File: src/rtl/sccb_config_sequencer.sv
// sccb_config_sequencer: walks a multi-profile register table from an external
// synchronous ROM and issues one SCCB register write per table entry.
//
// Ports
//   clk          system clock
//   rst_n        asynchronous active-low reset
//   start_i      one-cycle pulse that begins a sequence (honoured only in IDLE)
//   profile_i    table select, latched on start
//   rom_addr_o   {profile, index} to the config ROM (data returns one cycle later)
//   rom_data_i   {reg_addr[15:8], reg_value[7:0]} from the ROM
//   cmd_valid_o  write request to the SCCB master
//   cmd_ready_i  master accepts the request
//   cmd_reg_o    register address of the request
//   cmd_val_o    register value of the request
//   cmd_done_i   one-cycle pulse when the SCCB transaction completes
//   cmd_nack_i   qualifies cmd_done_i; high means the slave NACKed
//   busy_o       high in every state except IDLE, DONE and ERROR
//   done_o       sticky, set when the table ends
//   error_o      sticky, set when NACK retries are exhausted
//   entry_cnt_o  number of successfully completed writes (saturating)
module sccb_config_sequencer #(
    parameter int          IDX_W        = 8,
    parameter int          PROF_W       = 2,
    parameter logic [15:0] END_CODE     = 16'hFFFF,
    parameter logic [15:0] DELAY_CODE   = 16'hFFF0,
    parameter int          DELAY_CYCLES = 1_000_000,
    parameter int          MAX_RETRY    = 3
) (
    input  logic                    clk,
    input  logic                    rst_n,
    input  logic                    start_i,
    input  logic [PROF_W-1:0]       profile_i,
    output logic [PROF_W+IDX_W-1:0] rom_addr_o,
    input  logic [15:0]             rom_data_i,
    output logic                    cmd_valid_o,
    input  logic                    cmd_ready_i,
    output logic [7:0]              cmd_reg_o,
    output logic [7:0]              cmd_val_o,
    input  logic                    cmd_done_i,
    input  logic                    cmd_nack_i,
    output logic                    busy_o,
    output logic                    done_o,
    output logic                    error_o,
    output logic [IDX_W:0]          entry_cnt_o
);

    // Delay counter holds DELAY_CYCLES-1 down to 0; sized so DELAY_CYCLES=1 still works.
    localparam int DLY_W = $clog2(DELAY_CYCLES + 1);
    localparam int RTY_W = (MAX_RETRY > 0) ? $clog2(MAX_RETRY + 1) : 1;
    localparam logic [DLY_W-1:0] DLY_LOAD = DLY_W'(DELAY_CYCLES - 1);
    localparam logic [RTY_W-1:0] RTY_MAX  = RTY_W'(MAX_RETRY);

    typedef enum logic [2:0] {
        IDLE, FETCH, DECODE, SEND, WAIT_ACK, DELAY, DONE, ERROR
    } state_e;

    state_e              state_q, state_d;
    logic [PROF_W-1:0]   prof_q, prof_d;
    logic [IDX_W-1:0]    idx_q, idx_d;
    logic [7:0]          reg_q, reg_d;
    logic [7:0]          val_q, val_d;
    logic [RTY_W-1:0]    retry_q, retry_d;
    logic [DLY_W-1:0]    dly_q, dly_d;
    logic                done_q, done_d;
    logic                err_q, err_d;
    logic [IDX_W:0]      cnt_q, cnt_d;
    logic                adv;

    always_ff @(posedge clk or negedge rst_n) begin
        if (!rst_n) begin
            state_q <= IDLE;
            prof_q  <= '0;
            idx_q   <= '0;
            reg_q   <= '0;
            val_q   <= '0;
            retry_q <= '0;
            dly_q   <= '0;
            done_q  <= 1'b0;
            err_q   <= 1'b0;
            cnt_q   <= '0;
        end else begin
            state_q <= state_d;
            prof_q  <= prof_d;
            idx_q   <= idx_d;
            reg_q   <= reg_d;
            val_q   <= val_d;
            retry_q <= retry_d;
            dly_q   <= dly_d;
            done_q  <= done_d;
            err_q   <= err_d;
            cnt_q   <= cnt_d;
        end
    end

    always_comb begin
        state_d = state_q;
        prof_d  = prof_q;
        idx_d   = idx_q;
        reg_d   = reg_q;
        val_d   = val_q;
        retry_d = retry_q;
        dly_d   = dly_q;
        done_d  = done_q;
        err_d   = err_q;
        cnt_d   = cnt_q;
        adv     = 1'b0;
        case (state_q)
            IDLE: begin
                if (start_i) begin
                    prof_d  = profile_i;
                    idx_d   = '0;
                    done_d  = 1'b0;
                    err_d   = 1'b0;
                    cnt_d   = '0;
                    state_d = FETCH;
                end
            end
            FETCH: state_d = DECODE;
            DECODE: begin
                if (rom_data_i == END_CODE) begin
                    state_d = DONE;
                end else if (rom_data_i == DELAY_CODE) begin
                    dly_d   = DLY_LOAD;
                    state_d = DELAY;
                end else begin
                    reg_d   = rom_data_i[15:8];
                    val_d   = rom_data_i[7:0];
                    retry_d = '0;
                    state_d = SEND;
                end
            end
            SEND: state_d = cmd_ready_i ? WAIT_ACK : SEND;
            WAIT_ACK: begin
                if (cmd_done_i) begin
                    if (!cmd_nack_i) begin
                        cnt_d = cnt_q + (IDX_W + 1)'(cnt_q != '1);
                        adv   = 1'b1;
                    end else if (retry_q < RTY_MAX) begin
                        retry_d = retry_q + RTY_W'(1);
                        state_d = SEND;
                    end else begin
                        state_d = ERROR;
                    end
                end
            end
            DELAY: begin
                if (dly_q == '0) adv = 1'b1;
                else dly_d = dly_q - DLY_W'(1);
            end
            DONE:    state_d = IDLE;
            ERROR:   state_d = IDLE;
            default: state_d = IDLE;
        endcase
        // The last entry of a profile ends the table implicitly instead of
        // wrapping the index into the neighbouring profile.
        if (adv) begin
            if (idx_q == '1) begin
                state_d = DONE;
            end else begin
                idx_d   = idx_q + IDX_W'(1);
                state_d = FETCH;
            end
        end
        // Flags rise together with entry into DONE/ERROR so done is visible
        // in the DONE cycle itself.
        if (state_d == DONE) done_d = 1'b1;
        if (state_d == ERROR) err_d = 1'b1;
    end

    // Decoded straight from the state register so an asynchronous reset
    // withdraws the request immediately.
    assign cmd_valid_o = (state_q == SEND);
    assign busy_o      = !(state_q == IDLE || state_q == DONE || state_q == ERROR);
    assign rom_addr_o  = {prof_q, idx_q};
    assign cmd_reg_o   = reg_q;
    assign cmd_val_o   = val_q;
    assign done_o      = done_q;
    assign error_o     = err_q;
    assign entry_cnt_o = cnt_q;

endmodule
File: config.mk
export PLATFORM = sky130hd
export DESIGN_NAME = sccb_config_sequencer
export DESIGN_NICKNAME = d
export VERILOG_FILES = /design/src/rtl/sccb_config_sequencer.sv
export SDC_FILE = /design/constraint.sdc
export NUM_CORES = 1
export LEC_CHECK = 0
export BUFFER_PORTS_ARGS = -buffer_cell sky130_fd_sc_hd__clkbuf_2
export CAP_MARGIN = 10
export CORE_ASPECT_RATIO = 0.5
export CORE_MARGIN = 2
export CORE_UTILIZATION = 57
export CTS_BUF_LIST = sky130_fd_sc_hd__clkbuf_2 sky130_fd_sc_hd__clkbuf_4 sky130_fd_sc_hd__clkbuf_8
export DETAILED_ROUTE_END_ITERATION = 10
export GPL_ROUTABILITY_DRIVEN = 0
export PLACE_DENSITY = 0.82
export RECOVER_POWER = 50
export SYNTH_ARGS = -nofsm -noshare
export SYNTH_HDL_FRONTEND = slang
export SYNTH_SLANG_ARGS = --single-unit
File: constraint.sdc
create_clock -name clk -period 3.12 [get_ports clk]
set_clock_uncertainty 0.15 [all_clocks]
set_input_delay 0.312 -clock clk [delete_from_list [all_inputs] [get_ports clk]]
set_output_delay 0.312 -clock clk [all_outputs]
set_load 0.01 [all_outputs]
### After elaboration in Yosys (flattened, before gate mapping)

Cells that the tools add are included.
Widths: inputs -> output; s select.

| word-level totals | value |
|---|---|
| flip-flop bits (word level) | 62 |
| input port bits | 24 |

| cells by class | value |
|---|---|
| add/subtract/negate cells | 4 |
| order comparisons | 1 |
| equality and inequality tests | 22 |
| mux-type cells | 36 |
| bitwise gates (word level) | 2 |
| reduce and logical (&&, ||, !) cells | 20 |

Operator list:

| cell | count |
|---|---|
| $mux 20 | 3 |
| $pmux 20 s2 | 1 |
| $eq 16x16->1 const B | 2 |
| $mux 8 | 4 |
| $mux 3 | 9 |
| $mux 9 | 3 |
| $logic_not 20->1 | 1 |
| $sub 20x1->20 const B | 1 |
| $eq 3x3->1 const B | 6 |
| $ne 2x2->1 const B | 9 |
| $pmux 3 s6 | 1 |
| $pmux 9 s2 | 1 |
| $reduce_bool 2->1 | 7 |
| $mux 2 | 5 |
| $add 9x1->9 | 1 |
| $ne 9x9->1 const B | 1 |
| $add 8x1->8 const B | 1 |
| $eq 8x8->1 const B | 1 |
| $reduce_and 4->1 | 2 |
| $mux 1 | 7 |
| $eq 3x2->1 const B | 2 |
| $reduce_and 2->1 | 3 |
| $reduce_and 6->1 | 1 |
| $pmux 2 s2 | 1 |
| 10 further kinds | 12 |

### Depth between registers and ports, before layout

Gate-level depths: netlist of the first run.

| depth | value |
|---|---|
| depth in word-level cells | 9 |
| mapped depth | 8 |

### Least setup slack after synthesis of the first run

OpenSTA, ideal clock, no wires.

| timing | value |
|---|---|
| path kind | register to register |
| start point | register dly_q[0] |
| end point | register idx_q[5] |
| library setup time | 0.128 ns |
| arrival time | 2.488 ns |
| data required time | 2.842 ns |
| slack | 0.354 ns |
| cell stages (with the launch flop) | 9 |
| buffers on the path | 1 |
| period minus slack after synthesis | 2.766 ns |
| cell sequence | dfrtp_1 inv_1 ha_1 or4b_2 or2_2 o31a_1 buf_6 or4_4 mux2i_1 |

| on the way | value |
|---|---|
| cells in the longest elaborated chain, start to end | 4 |

Ends and longest elaborated chain:

| element | line | RTL |
|---|---|---|
| start, declared | 63 | `logic [DLY_W-1:0] dly_q, dly_d;` |
| start signal, assigned | 88 | `dly_q <= dly_d;` |
| $logic_not 20->1 | 147 | `if (dly_q == '0) adv = 1'b1;` |
| $mux 1 | 147 |  |
| $pmux 1 s2 | 107 | `case (state_q)` |
| $mux 8 | 156 | `if (adv) begin` |
| via idx_d[5] | 59 | `logic [IDX_W-1:0] idx_q, idx_d;` |
| end signal, assigned | 84 | `idx_q <= idx_d;` |
| end, declared | 59 |  |

The timed path passes the listed nets, and every way through them passes these cells.
A chain may end at the register's enable or synchronous reset.

### Worst setup path after layout of the first run

Ends and elaborated chain as after synthesis.

==> results list, run 1 <==
- Result of the run: finished, violations left
- The final reports fail on capacitance limit, slew limit.
- The synthesized netlist devotes 2.34% of its cell area to adder and majority cells.
- Switch share: 37.7%
- Cell accounting for the most synthesized area: sky130_fd_sc_hd__dfrtp_1
- The analysis attributes to cell leakage a power of 1.50 nW.
- Wire length per cell after detailed routing: 15.8 um
- Number of hold violations in the final report: 0
* Count of nets after finishing: 413
* Clock insertion delay at the later pin of the skew report: 340 ps
- Data arrival time of the worst path: 2980 ps
- Max Root-Sink Buffers: 2
- Effective utilization at floorplan: 58.7%
- Max Freq: 345 MHz
- Largest net degree at the start of global routing: 34
- Fin crit period: 2890 ps
- Number of buffers inserted during clock tree synthesis: 9
- Final instance area: 3740 um^2
* Count of unresolved DRC violations after routing: 0
* Net Sw Power: 1.04 mW
- The number of global-route vias before repair came to 2,700.
* Share of cell area taken by muxes after synthesis: 7.17%
- In this run, distinct cell masters in the synthesized netlist total 55.
- The worst setup path is captured at a register.
* Register bit total from synthesis: 62
- Number of flops mapped to enable cells by yosys: 0
* Primary FF master, synth: sky130_fd_sc_hd__dfrtp_1
- TritonCTS clock tree: built
* Wire length of the first global-routing pass: 12.1 mm
- Once placement finished, the instance area stood at 3590 um^2.
- The max-slew violation count is 30.
* GRT Total Usage: 25.0%
- In the synthesized netlist, the cells that appear most often are sky130_fd_sc_hd__dfrtp_1, sky130_fd_sc_hd__nand2_1, sky130_fd_sc_hd__a21oi_1, sky130_fd_sc_hd__nand3_1, sky130_fd_sc_hd__o21ai_0.
* Internal power contribution: 1.72 mW
- Post-synthesis compound-gate area fraction: 13.6%
* Power Density: 740 nW/um^2
* Yosys warning count: 0
- Die footprint: 6280 um^2
- At the pin with the least slew margin, the transition time is 1680 ps.
- Summing the areas of all xor and xnor instances in the mapped netlist gives 2.18% of the synthesized area.
- Share of the cycle needed by the critical path after routing: 92.8%
* Critical Path RT: 3200 ps
- The clock net in this run drives a total of 62 sinks.
* Width of the die: 110 um
- Placeable Area: 5470 um^2
- The wire-length estimate of the detail-placed layout is 5.27 mm.
- Layout area overhead: 16.4%
- Row cnt: 19
* Post-DRT Antenna Nets: 0
- On the critical path, the stage with the largest delay is an instance of sky130_fd_sc_hd__or4b_2.
- STA classifies the critical path startpoint as a register.
- Setup violations remaining at the end of the flow were counted as 0.
- The worst setup path is of the register to register kind.
- Clock-pin slew on the worst setup and hold paths: 70 ps
* Dominant combinational cell family by area after synthesis: simple AND/OR/NAND/NOR gates
- Chain of cells forming the critical path: inv_1 > ha_1 > or4b_2 > or2_2 > o31a_1 > or4_4 > mux2i_1
- The detailed router finished its first iteration with 136 violations.
- Number of H-tree branching levels: 3
* Routed vias/inst: 6.04
- Post-Syn Nets: 347
- In this run the worst hold path is classified as primary input to register.
- Number of setup buffers added after CTS: 0
* Basic-gate share of the synthesized area counting and, or, nand and nor cells: 23.8%
- Adding up every negative setup slack in the final design gives 0 ps.
- Post-synth design cell area: 3210 um^2
- After synthesis, flip-flops and latches occupy 48.3% of the total area.
- Share of cells above drive strength 1: 18.8%
* Cell with the most instances after synthesis: sky130_fd_sc_hd__dfrtp_1
* Clock share of power: 22.3%
* Number of antenna cells inserted: 0
- For this run, the share of the core covered by cells in the final layout is 68.3%.
- Crit-path max cell delay: 620 ps
- Across the VDD grid, the largest voltage drop is 0.417 mV.
* Area share of the largest cell type after synthesis: 48.3%
- Largest driver fanout on the critical path: 10
- Ports: 63
* Fill cell instance count of the final layout: 429
- For this block, the routed nets add up to 7.29 mm of wire.
- Share of async-settable or async-resettable flops after synthesis: 100%
- Quantity of I/O buffers inserted on ports: 62
- The tool flagged a number of max-cap violations equal to 1.
- The number of antenna violations at the first check in global routing is 0.
- The worst pin sits at a relative slew slack of -11.9%.
* RSZ-0062 raised after global routing: false
- Clock root buffer: sky130_fd_sc_hd__clkbuf_8
* Synthesized area per cell: 10.1 um^2
* Vertical die dimension: 57.1 um
- Most area-consuming cells after synthesis: sky130_fd_sc_hd__dfrtp_1, sky130_fd_sc_hd__mux2_2, sky130_fd_sc_hd__nand2_1, sky130_fd_sc_hd__a21oi_1, sky130_fd_sc_hd__nand3_1
- The total overflow left after global routing is 0.
* Detailed-route via count: 2,784
* Number of iterations in the first detailed-routing pass: 4
* Post-Syn Instances: 317
* Combinational power share: 34.0%
* Seq pwr share: 43.8%
[through the flow]
step | power (mW) | worst slack (ps) | std cells | hold slack, ps
floorplan | 1.83 | 354 | 317 | -134
global placement | 2.13 | 291 | 443 | 247
detailed placement | 2.20 | 230 | 443 | 287
CTS | 2.82 | 232 | 461 | 6.19
global route | 2.94 | 108 | 461 | 18.1
finish | 2.77 | 225 | 461 | 14.4
[area by class of cell]
class	count	area, um^2	area share (%)
clock inverter	6	38.8	1.04
inverter	6	22.5	0.603
sequential	62	1550	41.5
multi-input combinational	236	1580	42.2
timing repair buffer	68	325	8.71
tap	73	91.3	2.44
clock buffer	10	131	3.52
[per-layer routing]
metal	routed length [um]	GRT usage, %
met1	3280	32.1
met2	3580	41.6
met3	353	7.31
met4	65	7.32
met5	0	0
[cells by family (layout without fill, tap and decap cells)]
| group | count (synthesis) | after routing |
|---|---|---|
| mux | 21 | 21 |
| simple gates | 133 | 133 |
| flops | 62 | 62 |
| xor+xnor | 8 | 8 |
| buf+inv | 19 | 90 |
| fa+ha+maj | 6 | 6 |
| compound gates | 68 | 68 |
[final timing paths]
check                           slack [ps]  cells after the start           end    startpoint
worst max-delay path                   230                      7      idx_q[5]      dly_q[0]
worst min-delay path                    10                      3     prof_q[0]  profile_i[0]
worst max register to register         230                      7      idx_q[5]      dly_q[0]
worst min register to register         340                      2     prof_q[1]     prof_q[1]
max in group asynchronous             1040                      2  cmd_val_o[1]         rst_n
min in group asynchronous              810                      2  cmd_val_o[5]         rst_n
[power by group through the flow]
stage	combinational, mW	clock [mW]	sequential [mW]
after floorplan	0.611	0	1.22
after global placement	0.931	0	1.20
after detailed placement	0.972	0	1.22
after CTS	0.980	0.629	1.21
after global routing	1.04	0.663	1.24
final	0.939	0.616	1.21
[cell usage in the layout (no fill, tap or decap), types with 3 or more instances in the layout]
cell / n
sky130_fd_sc_hd__a211oi_1: 4
sky130_fd_sc_hd__a21oi_1: 18
sky130_fd_sc_hd__and2_1: 3
sky130_fd_sc_hd__and3_1: 7
sky130_fd_sc_hd__buf_4: 3
sky130_fd_sc_hd__clkbuf_1: 38
sky130_fd_sc_hd__clkbuf_2: 24
sky130_fd_sc_hd__clkbuf_8: 9
sky130_fd_sc_hd__clkinv_2: 3
sky130_fd_sc_hd__dfrtp_1: 62
sky130_fd_sc_hd__ha_1: 6
sky130_fd_sc_hd__inv_1: 6
sky130_fd_sc_hd__mux2_2: 16
sky130_fd_sc_hd__mux2i_1: 5
sky130_fd_sc_hd__nand2_1: 27
sky130_fd_sc_hd__nand3_1: 18
sky130_fd_sc_hd__nand4_1: 9
sky130_fd_sc_hd__nor2_1: 16
sky130_fd_sc_hd__nor3_1: 6
sky130_fd_sc_hd__nor4_1: 6
sky130_fd_sc_hd__o211ai_1: 3
sky130_fd_sc_hd__o21ai_0: 17
sky130_fd_sc_hd__o31ai_1: 9
sky130_fd_sc_hd__or3_1: 9
sky130_fd_sc_hd__or4_1: 7
sky130_fd_sc_hd__or4_2: 3
sky130_fd_sc_hd__or4_4: 3
sky130_fd_sc_hd__xor2_1: 6
[sequential cells by signal, summed over array words and instances (netlist names)]
name,flops
dly_q,20
cmd_val_o,8
retry_q,2
state_q,3
error_o,1
cmd_reg_o,8
entry_cnt_o,9
idx_q,8
prof_q,2
done_o,1
[critical path, delay by kind of cell, from the launching register on]
kind / cells / cell delay [ps]
muxes: 1 / 130
DFF: 1 / 420
adders and majority gates: 1 / 130
AOI/OAI and AO/OA: 1 / 400
buffers and inverters: 1 / 100
and+or+nand+nor: 3 / 1460
[repair_timing]
| item | 4_1_cts | 5_1_grt |
|---|---|---|
| hold endpoints to repair | 30 | 0 |
| hold buffers | 2 | 0 |
| gates resized for setup | 0 | 0 |
(Power assumes the default switching activity.)
==> run 2: changes to the inputs <==
Settings changed: CAP_MARGIN 10 to not set, CORE_MARGIN 2 to not set, CORE_UTILIZATION 57 to 52, PLACE_DENSITY 0.82 to 0.79.
Clock period 3.12 ns to 2.6 ns, I/O delays scaled along.
==> run 2 against run 1 <==
The run still ends with capacitance limit, slew limit left. Wire length up 4.5%. Power is 24% higher. Maximum frequency is 12% higher. Setup slack got worse by 210 ps. Clock-buffer cell count up 3. Via count rose by 1.8%. Global-route usage up 0.62 points.
==> results list, run 2 (synthesis gave the netlist of run 1 again) <==
- Commonest cells after routing, fill and taps aside: sky130_fd_sc_hd__dfrtp_1, sky130_fd_sc_hd__clkbuf_1, sky130_fd_sc_hd__nand2_1, sky130_fd_sc_hd__clkbuf_2
- TritonCTS clock tree: built
- Largest net degree at the start of global routing: 63 (+85%)
- Wire length of the first global-routing pass: 12.8 mm (+6.0%)
- The total chip power was 3.42 mW (+24%).
- The cell that appears most often on the critical path is sky130_fd_sc_hd__or4_4.
- The run finished, with violations left.
* Cell with the largest stage delay on the worst path: sky130_fd_sc_hd__or4_4
- Share of cells above drive strength 1: 23.1% (+4.3 points)
- The setup total negative slack was 0 ps (unchanged).
- Violated checks: capacitance limit, slew limit
- The register-to-register setup slack is 10 ps (-210 ps).
* Most common cell after layout, fill and taps aside: sky130_fd_sc_hd__dfrtp_1
- Worst hold path type: primary input to register
- Final std cells w/o fill: 480 (+4.1%)
* Vertical die dimension: 57.6 um (+0.86%)
- Critical path class: register to register
- The number of placed I/O pins was 63 (unchanged).
- Detailed-route via count: 2,833 (+1.8%)
- The total setup violations reported at the end of the flow was 0 (unchanged).
* Max-slew violations: 63 (+110%)
- Traced cell by cell, the critical path runs through or4_4 > or3_4 > o31a_1 > or4_4 > mux2i_1.
* Data arrival time of the worst path: 2670 ps (-310 ps)
- The measured slew at the worst slew-check pin is 1510 ps (-164 ps).
- The final routed wirelength across all metal layers is 7.61 mm (+4.5%).
- The area of the multi-input gates came to 1610 um^2 (+2.0%).
- The shortest period the worst path allows came to 2590 ps (-306 ps).
- The number of input and output port buffers inserted was 62 (unchanged).
* Peak supply drop: 0.844 mV (+100%)
- Setup repair after global routing could not meet its margin everywhere.
- Number of DRC markers after the initial detailed-route iteration: 195 (+43%)
- The least setup slack across all paths after layout is 10.9 ps (-214 ps).
- The maximum count of clock buffers along a single path is 2 (unchanged).
* Setup slack at placement: 13.1 ps (-217 ps)
- The number of antenna violations at the first check in global routing was 0 (unchanged).
- The number of sinks handled by clock tree synthesis is 62 (unchanged).
- The number of maximum-capacitance violations came to 1 (unchanged).
- Final standard cell utilization of the core: 68.9% (+0.55 points)
- Static power due to leakage: 1.61 nW (+7.0%)
- Placed Instances: 453 (+2.3%)
- Wire length per cell after detailed routing: 15.9 um (+0.35%)
* Count of unresolved DRC violations after routing: 0 (unchanged)
* Crit-path max cell delay: 550 ps (-70 ps)
- The required time of the critical path was 2680 ps (-520 ps).
- Clock root buffer: sky130_fd_sc_hd__clkbuf_8
* Routed vias/inst: 5.90 (-2.3%)
- The number of fillers in the final layout was 464 (+8.2%).
* Area taken by flip-flops and latches: 1550 um^2 (unchanged)
- The count of standard-cell rows was 19 (unchanged).
- Placeable Area: 5710 um^2 (+4.3%)
* Largest Register: dly_q
* Vias in the first global route: 2,710 (+0.37%)
* Number of buffers inserted during clock tree synthesis: 9 (unchanged)
- Final HPWL from detailed placement: 5.19 mm (-1.4%)
* Final global-route overflow total: 0 (unchanged)
- Clock insertion delay at the later pin of the skew report: 350 ps (about the same)
- Number of iterations in the first detailed-routing pass: 4 (unchanged)
* Width of the die: 113 um (+2.7%)
- Max reg flops: 20 (unchanged)
- Worst setup EP type: register
* Crit path launch type: register
- The total global-route track usage is 25.6% (+0.62 points).
* Max Freq: 386 MHz (+12%)
- Number of hold violations in the final report: 0 (unchanged)
- From synthesis to final layout, the design area changed by 22.5%.
* Clock-pin slew on the worst setup and hold paths: 70 ps (about the same)
* Count of nets after finishing: 432 (+4.6%)
* Number of antenna cells inserted: 0 (unchanged)
- The remaining max-slew budget at the tightest pin came to -0.933% (+11 points).
- The count of H-tree levels built during CTS came to 3 (unchanged).
* Die footprint: 6510 um^2 (+3.6%)
* Post-DRT Antenna Nets: 0 (unchanged)
* Share of the cycle needed by the critical path after routing: 99.6% (+6.8 points)
* Largest driver fanout on the critical path: 6 (-4)
- The initial standard-cell utilization of the core was 56.3% (-2.4 points).
- Power Density: 870 nW/um^2 (+18%)
run 2: per-layer routing:
| metal | track usage (%) | part of all wire [%] | up-vias |
|---|---|---|---|
| met5 | 0 | 0 | - |
| met2 | 41.7 | 48 | 59 |
| li1 | - | - | 1375 |
| met1 | 33.3 | 46 | 1387 |
| met4 | 9.40 | 1.4 | 0 |
| met3 | 7.23 | 4.5 | 12 |
run 2: stage by stage:
| stage | hold WS (ps) | instance area, um^2 |
|---|---|---|
| after floorplan | -186 | 3230 |
| after global placement | 304 | 3670 |
| after detailed placement | 313 | 3670 |
| after CTS | 1.25 | 3930 |
| after global routing | 10.3 | 3930 |
| final | 11.7 | 3930 |
run 2: critical path: cells and delay by family (launching register included):
family / cells / cell delay [ps]
multiplexers: 1 / 140
flip-flops: 1 / 410
AO/OA/AOI/OAI: 1 / 380
AND/OR/NAND/NOR: 3 / 1390
run 2: power breakdown:
part,switching [mW],internal [mW]
clock,0.371,0.431
sequential,0.218,1.22
combinational,0.653,0.532
total,1.24,2.18
run 2: cell type report:
class | instances | share of cell area (%)
tap | 73 | 2.32
sequential | 62 | 39.5
multi-input combinational | 236 | 40.9
clock buffer | 13 | 4.39
inverter | 6 | 0.573
clock inverter | 3 | 0.446
timing repair buffer | 87 | 11.9
run 2: timing repair:
item,CTS,global route
setup endpoints to repair,0,8
endpoints found under the hold margin,68,0
gates resized for setup,0,5
hold buffers,7,0
buffers inserted,0,4
run 2: path summary, 6_finish.rpt:
check / from / end / cells past startpoint
worst min register to register: prof_q[0] / prof_q[0] / 2
worst max register to register: dly_q[11] / idx_q[5] / 5
max in group asynchronous: rst_n / entry_cnt_o[5] / 3
min in group asynchronous: rst_n / dly_q[7] / 3
worst min-delay path: rom_data_i[4] / cmd_val_o[4] / 2
worst max-delay path: dly_q[11] / idx_q[5] / 5
